File: src/rtl/bg_pkg.sv
// ============================================================================
//  Module      : bg_pkg
//  Description : Shared constants and types for the background-RAM loader:
//                frame geometry, stream opcodes, loader FSM states and the
//                pixel type.
//  Revision    : 1.0  initial release
// ============================================================================
`default_nettype none

package bg_pkg;

  localparam int BG_W      = 160;
  localparam int BG_H      = 120;
  localparam int BG_PIXELS = BG_W * BG_H;
  localparam int PIX_W     = 6;
  localparam int ADDR_W    = 15;

  // Stream byte opcode, taken from in_data[7:6] while idle.
  typedef enum logic [1:0] {
    OP_LIT  = 2'd0,
    OP_RUN  = 2'd1,
    OP_SOF  = 2'd2,
    OP_RSVD = 2'd3
  } bg_op_t;

  typedef enum logic [1:0] {
    S_IDLE      = 2'd0,
    S_RUN_COUNT = 2'd1,
    S_RUN_FILL  = 2'd2
  } bg_ld_state_t;

  typedef logic [PIX_W-1:0] bg_pix_t;

endpackage

`default_nettype wire

File: src/rtl/bg_addr_ctr.sv
// ============================================================================
//  Module      : bg_addr_ctr
//  Description : Wrapping raster address counter for the background RAM.
//                Holds the address of the next pixel write.
//  Revision    : 1.0  initial release
//
//  Ports
//    clk    in   1       system clock
//    reset  in   1       synchronous active-high reset, address -> 0
//    inc    in   1       a write is issued at this address this cycle
//    clr    in   1       restart the frame at address 0
//    addr   out  ADDR_W  current (next-write) address
//    wrap   out  1       inc while addr is the last pixel of the frame
// ============================================================================
`default_nettype none

module bg_addr_ctr #(
  parameter int ADDR_W = 15,
  parameter int PIXELS = 19200
) (
  input  logic              clk,
  input  logic              reset,
  input  logic              inc,
  input  logic              clr,
  output logic [ADDR_W-1:0] addr,
  output logic              wrap
);

  // Last address computed at full address width so the compare never sees a
  // truncated row*width product.
  localparam logic [ADDR_W-1:0] LAST_ADDR = ADDR_W'(PIXELS - 1);

  logic [ADDR_W-1:0] addr_q;

  assign wrap = inc && (addr_q == LAST_ADDR);
  assign addr = addr_q;

  always_ff @(posedge clk) begin
    if (reset) begin
      addr_q <= '0;
    end else if (clr) begin
      addr_q <= '0;
    end else if (inc) begin
      addr_q <= wrap ? '0 : addr_q + 1'b1;
    end
  end

endmodule

`default_nettype wire

File: src/rtl/bg_loader.sv
// ============================================================================
//  Module      : bg_loader
//  Description : Writer side of the 160x120 background pixel memory. Decodes
//                a run-length-encoded byte stream (valid/ready) into one RAM
//                write per cycle in raster order, wrapping at frame end.
//  Revision    : 1.0  initial release
//
//  Ports
//    clk         in   1       system clock
//    reset       in   1       synchronous active-high reset
//    in_data     in   8       stream byte: [7:6] opcode, [5:0] colour
//    in_valid    in   1       in_data valid
//    in_ready    out  1       byte can be accepted this cycle
//    wr_en       out  1       RAM write strobe
//    wr_addr     out  ADDR_W  RAM write address (row*BG_W+col)
//    wr_data     out  PIX_W   RAM write data
//    frame_done  out  1       pulse with the write to the last pixel
//    busy        out  1       run fill in progress
//    err         out  1       sticky reserved-opcode flag, cleared by SOF
// ============================================================================
`default_nettype none

module bg_loader
  import bg_pkg::*;
#(
  parameter int BG_W   = 160,
  parameter int BG_H   = 120,
  parameter int PIX_W  = 6,
  parameter int ADDR_W = 15
) (
  input  logic              clk,
  input  logic              reset,
  input  logic [7:0]        in_data,
  input  logic              in_valid,
  output logic              in_ready,
  output logic              wr_en,
  output logic [ADDR_W-1:0] wr_addr,
  output logic [PIX_W-1:0]  wr_data,
  output logic              frame_done,
  output logic              busy,
  output logic              err
);

  localparam int PIXELS = BG_W * BG_H;

  bg_ld_state_t      state_q, state_d;
  logic [8:0]        cnt_q, cnt_d;      // writes still to issue after the first
  logic [PIX_W-1:0]  col_q, col_d;      // latched run colour
  logic              err_q, err_d;
  logic              rdy_q;
  logic              wr_en_q, fd_q;
  logic [ADDR_W-1:0] wr_addr_q;
  logic [PIX_W-1:0]  wr_data_q;

  logic              accept;
  logic              do_wr;
  logic [PIX_W-1:0]  wcol;
  logic              a_clr;
  logic              a_wrap;
  logic [ADDR_W-1:0] a_addr;
  bg_op_t            op;

  assign accept = in_valid & rdy_q;
  assign op     = bg_op_t'(in_data[7:6]);

  bg_addr_ctr #(
    .ADDR_W (ADDR_W),
    .PIXELS (PIXELS)
  ) u_addr_ctr (
    .clk   (clk),
    .reset (reset),
    .inc   (do_wr),
    .clr   (a_clr),
    .addr  (a_addr),
    .wrap  (a_wrap)
  );

  // The first pixel of a run is issued on the same edge the count byte is
  // accepted, so the fill state lasts exactly n+1 cycles of visible writes;
  // cnt_q then counts the remaining n writes down to zero.
  always_comb begin
    state_d = state_q;
    cnt_d   = cnt_q;
    col_d   = col_q;
    err_d   = err_q;
    do_wr   = 1'b0;
    wcol    = col_q;
    a_clr   = 1'b0;
    case (state_q)
      S_IDLE: begin
        if (accept) begin
          case (op)
            OP_LIT: begin
              do_wr = 1'b1;
              wcol  = in_data[PIX_W-1:0];
            end
            OP_RUN: begin
              col_d   = in_data[PIX_W-1:0];
              state_d = S_RUN_COUNT;
            end
            OP_SOF: begin
              a_clr = 1'b1;
              err_d = 1'b0;
            end
            default: begin
              err_d = 1'b1;
            end
          endcase
        end
      end
      S_RUN_COUNT: begin
        // Every byte here is a count, whatever its top bits.
        if (accept) begin
          do_wr   = 1'b1;
          cnt_d   = {1'b0, in_data};
          state_d = S_RUN_FILL;
        end
      end
      S_RUN_FILL: begin
        if (cnt_q != 9'd0) begin
          do_wr = 1'b1;
          cnt_d = cnt_q - 9'd1;
        end else begin
          state_d = S_IDLE;
        end
      end
      default: begin
        state_d = S_IDLE;
      end
    endcase
  end

  always_ff @(posedge clk) begin
    if (reset) begin
      state_q   <= S_IDLE;
      cnt_q     <= '0;
      col_q     <= '0;
      err_q     <= 1'b0;
      rdy_q     <= 1'b0;
      wr_en_q   <= 1'b0;
      fd_q      <= 1'b0;
      wr_addr_q <= '0;
      wr_data_q <= '0;
    end else begin
      state_q <= state_d;
      cnt_q   <= cnt_d;
      col_q   <= col_d;
      err_q   <= err_d;
      // Registered copy of (state != RUN_FILL); also holds ready low for the
      // cycle following reset.
      rdy_q   <= (state_d != S_RUN_FILL);
      wr_en_q <= do_wr;
      fd_q    <= a_wrap;
      if (do_wr) begin
        wr_addr_q <= a_addr;
        wr_data_q <= wcol;
      end
    end
  end

  assign in_ready   = rdy_q;
  assign busy       = (state_q == S_RUN_FILL);
  assign err        = err_q;
  assign wr_en      = wr_en_q;
  assign wr_addr    = wr_addr_q;
  assign wr_data    = wr_data_q;
  assign frame_done = fd_q;

endmodule

`default_nettype wire

File: config.mk
export PLATFORM = sky130hd
export DESIGN_NAME = bg_loader
export DESIGN_NICKNAME = d
export VERILOG_FILES = /design/src/rtl/bg_pkg.sv /design/src/rtl/bg_addr_ctr.sv /design/src/rtl/bg_loader.sv
export SDC_FILE = /design/constraint.sdc
export NUM_CORES = 1
export LEC_CHECK = 0
export BUFFER_PORTS_ARGS = -buffer_cell sky130_fd_sc_hd__buf_4
export CORE_MARGIN = 4
export CORE_UTILIZATION = 57
export DETAILED_ROUTE_END_ITERATION = 10
export PLACE_DENSITY = 0.79
export SLEW_MARGIN = 15
export SYNTH_ARGS = -nofsm -noshare
export SYNTH_HDL_FRONTEND = slang
export SYNTH_SLANG_ARGS = --single-unit
File: constraint.sdc
create_clock -name clk -period 2.49 [get_ports clk]
set_input_delay 0.1245 -clock clk [delete_from_list [all_inputs] [get_ports clk]]
set_output_delay 0.1245 -clock clk [all_outputs]
set_load 0.01 [all_outputs]
==> flow_summary.yaml <==
run_status:
  status: "complete, no violations"
placement:
  io_buffers: 36
  dp_hpwl_um: 3887
  pre_cts_slack_ns: 0.2975
  gp_congestion: 0.8100
clock_network:
  post_cts_buffers: 0
  cts_sinks: 57
  cts_tree: "built"
  clock_path_buffers: 2
  clkLatencyLatePin_ns: 0.34
  htreeDepth: 3
  cts_hold_buffers: 0
  numCtsBuffers: 9
  clkTransAtPathRegs_ns: 0.07
  root_buffer: "clkbuf_8"
  cts_resized: 0
sta:
  relSlewSlack: 0.5840
  setup_viol: 0
  tightestPinTransition_ns: 0.6230
  fin_crit_sh: 0.9025
  maxSlewViolCount: 0
  rsz0062_at_grt: "no"
  fmax_mhz: 445.0
  setup_ws_ns: 0.2427
  final.min_clock_period_ns: 2.247
  finalClockSkew_ns: 0.007877
  final.setup.tns_ns: 0
  hold_viol_final: 0
synthesis:
  synthCells: 314
  synthTopCellsByArea: "dfxtp_1, a21oi_2, nand2_1, a21oi_1, nor2_1"
  synth_top_area_cell: "dfxtp_1"
  synth.avg_cell_area_um2: 8.842
  synth_top_flop_cell: "dfxtp_1"
  seq_area_frac_synth: 0.4110
  synth_area_um2: 2776
  synth_edf_count: 0
  synthArstFlopShare: 0
  syn_nets: 331
  ys_types: 54
  synth_top_area_share: 0.4110
  ys_seq_elements: 57
  yosys_warnings: 0
drt:
  drt-initial-drc-count: 110
  num_vias: 2332
  drt_pass1_iterations: 5
  ant_nets: 0
  drc: 0
  viasPerCell: 5.539
  routedWlPerCell_um: 13.44
  wirelength_um: 5659
setup_path:
  endpoint_kind: "flip-flop"
  path_max_fanout: 19
  worstPathArrival_ns: 2.51
  crit_required_ns: 2.75
  startpoint_type: "flip-flop"
  criticalPathCategory: "reg2reg"
global_route:
  grt_first_pass_wirelength_um: 10040
  grt_pass1_vias: 2152
  grt_overflow_total: 0
  antenna_found_initial: 0
  grt_max_degree: 42
  grt_use_total: 0.2090
power_and_ir_drop:
  vdd_ir_drop_max_uv: 341.2
  p_leak_nw: 1.226
  power_density_nw_per_um2: 653.6
cells_and_area:
  fill_cells: 387
  areaGrowthSynthToFinish_pct: 19.29
  antenna-diode-count: 0
  drive_above_1_share: 0.2881
  final_nets: 366
floorplanning:
  initial_utilization: 0.5878
  rows: 25
  die_x_um: 77.79
  die_h_um: 77.79
  die-area_um2: 6051
  pin_count: 37
  coreArea_um2: 4723
job:
  max_cap_violations: 0
worst_hold_path:
  holdCritPathClass: "in2reg"
[state kept, by name, indices dropped and copies added (netlist names)]
name and flops:
u_addr_ctr.addr 15, wr_addr 15, wr_data 6, col_q 6
frame_done 1, state_q 2, cnt_q 9, err 1
in_ready 1, wr_en 1
[path summary, 6_finish.rpt]
kind                                  start                  to  slack, ns  depth (start not counted)
worst max-delay path             state_q[0]  u_addr_ctr.addr[8]       0.24                          7
worst min-delay path             in_data[2]            col_q[2]       0.03                          3
worst max register to register   state_q[0]  u_addr_ctr.addr[8]       0.24                          7
worst min register to register  wr_addr[10]         wr_addr[10]       0.46                          2
[layer usage]
layer  vias to the layer above  track usage  share of wire  routed length [µm]
li1                       1189            -              -                   -
met1                      1080       0.2710           0.48                2732
met2                        52       0.3159           0.45                2534
met3                        11      0.04872          0.046                 259
met4                         0       0.1210          0.023                 132
met5                         -            0              0                   0
[worst max-delay path: stages (launching register included)]
cell     delay (ns)
dfxtp_1        0.33
inv_1          0.10
ha_1           0.24
nor3b_1        0.21
o21ai_1        0.23
a21o_4         0.36
or4_1          0.53
a21oi_1        0.17
[per-stage QoR]
step | hold WS (ns) | power, mW | cells | util | instance area (µm²)
2_1_floorplan | 0.2684 | 1.076 | 314 | - | 2776
3_3_place_gp | 0.3685 | 1.119 | 405 | 0.6495 | 3068
3_5_place_dp | 0.3800 | 1.122 | 405 | 0.6495 | 3068
4_1_cts | 0.02371 | 2.181 | 421 | 0.7012 | 3312
5_1_grt | 0.01691 | 2.250 | 421 | 0.7012 | 3312
6_report | 0.03465 | 2.165 | 421 | 0.7012 | 3312
[cell usage after synthesis (all sizes together) (4+ instances only)]
library cell / n
or4: 4
xnor2: 6
inv: 12
mux2i: 10
nand2: 46
nor2: 28
clkbuf: 12
or3: 5
a21oi: 39
dfxtp: 57
nand4: 5
nand3: 7
a211oi: 10
ha: 6
buf: 7
a2111oi: 4
o31ai: 5
o21ai: 10
nor3: 4
[layout by cell type (no fill, tap or decap), types with 2 or more instances in the layout]
master	instances
a21oi_1	21
ha_1	6
dfxtp_1	57
or4_1	3
nor2b_1	2
nor4_1	2
nand3b_1	3
nor2_1	28
a211oi_1	10
o31ai_1	4
buf_4	43
o211ai_1	2
nor3_1	4
and2_1	3
nand2_1	30
o21ai_0	8
nand2b_1	2
clkbuf_8	10
nand3_1	7
nor3b_1	2
or3_1	5
and3_1	2
o22ai_1	2
nand4_1	5
bufinv_16	3
xnor2_1	6
mux2i_1	10
a21oi_2	18
nand2_2	16
inv_1	12
a2111oi_0	4
[kinds of logic (layout without fill, tap and decap cells)]
kind of cell               after synthesis  in the layout  share of synthesized area
AOI/OAI and AO/OA                       83             83                     0.2208
DFF                                     57             57                     0.4110
xor gates and xnor gates                 6              6                    0.01893
adders and majority gates                6              6                    0.02704
buffers and inverters                   31             71                    0.05903
muxes                                   11             11                    0.04011
and+or+nand+nor                        120            120                     0.2231
[cell type report]
type / count / area [µm²] / area share
inverter: 12 / 45.04 / 0.01360
clock inverter: 5 / 102.6 / 0.03098
multi-input combinational: 226 / 1475 / 0.4454
tap: 67 / 83.83 / 0.02531
sequential: 57 / 1141 / 0.3445
clock buffer: 11 / 141.4 / 0.04269
timing repair buffer: 43 / 322.8 / 0.09747
[power breakdown]
part / leakage (nW) / switching, mW / internal [mW]
Clock: 0.120 / 0.372 / 0.690
Sequential: 0.461 / 0.0129 / 0.929
Combinational: 0.646 / 0.0950 / 0.0659
No activity file was read; power rests on OpenSTA's default activity.
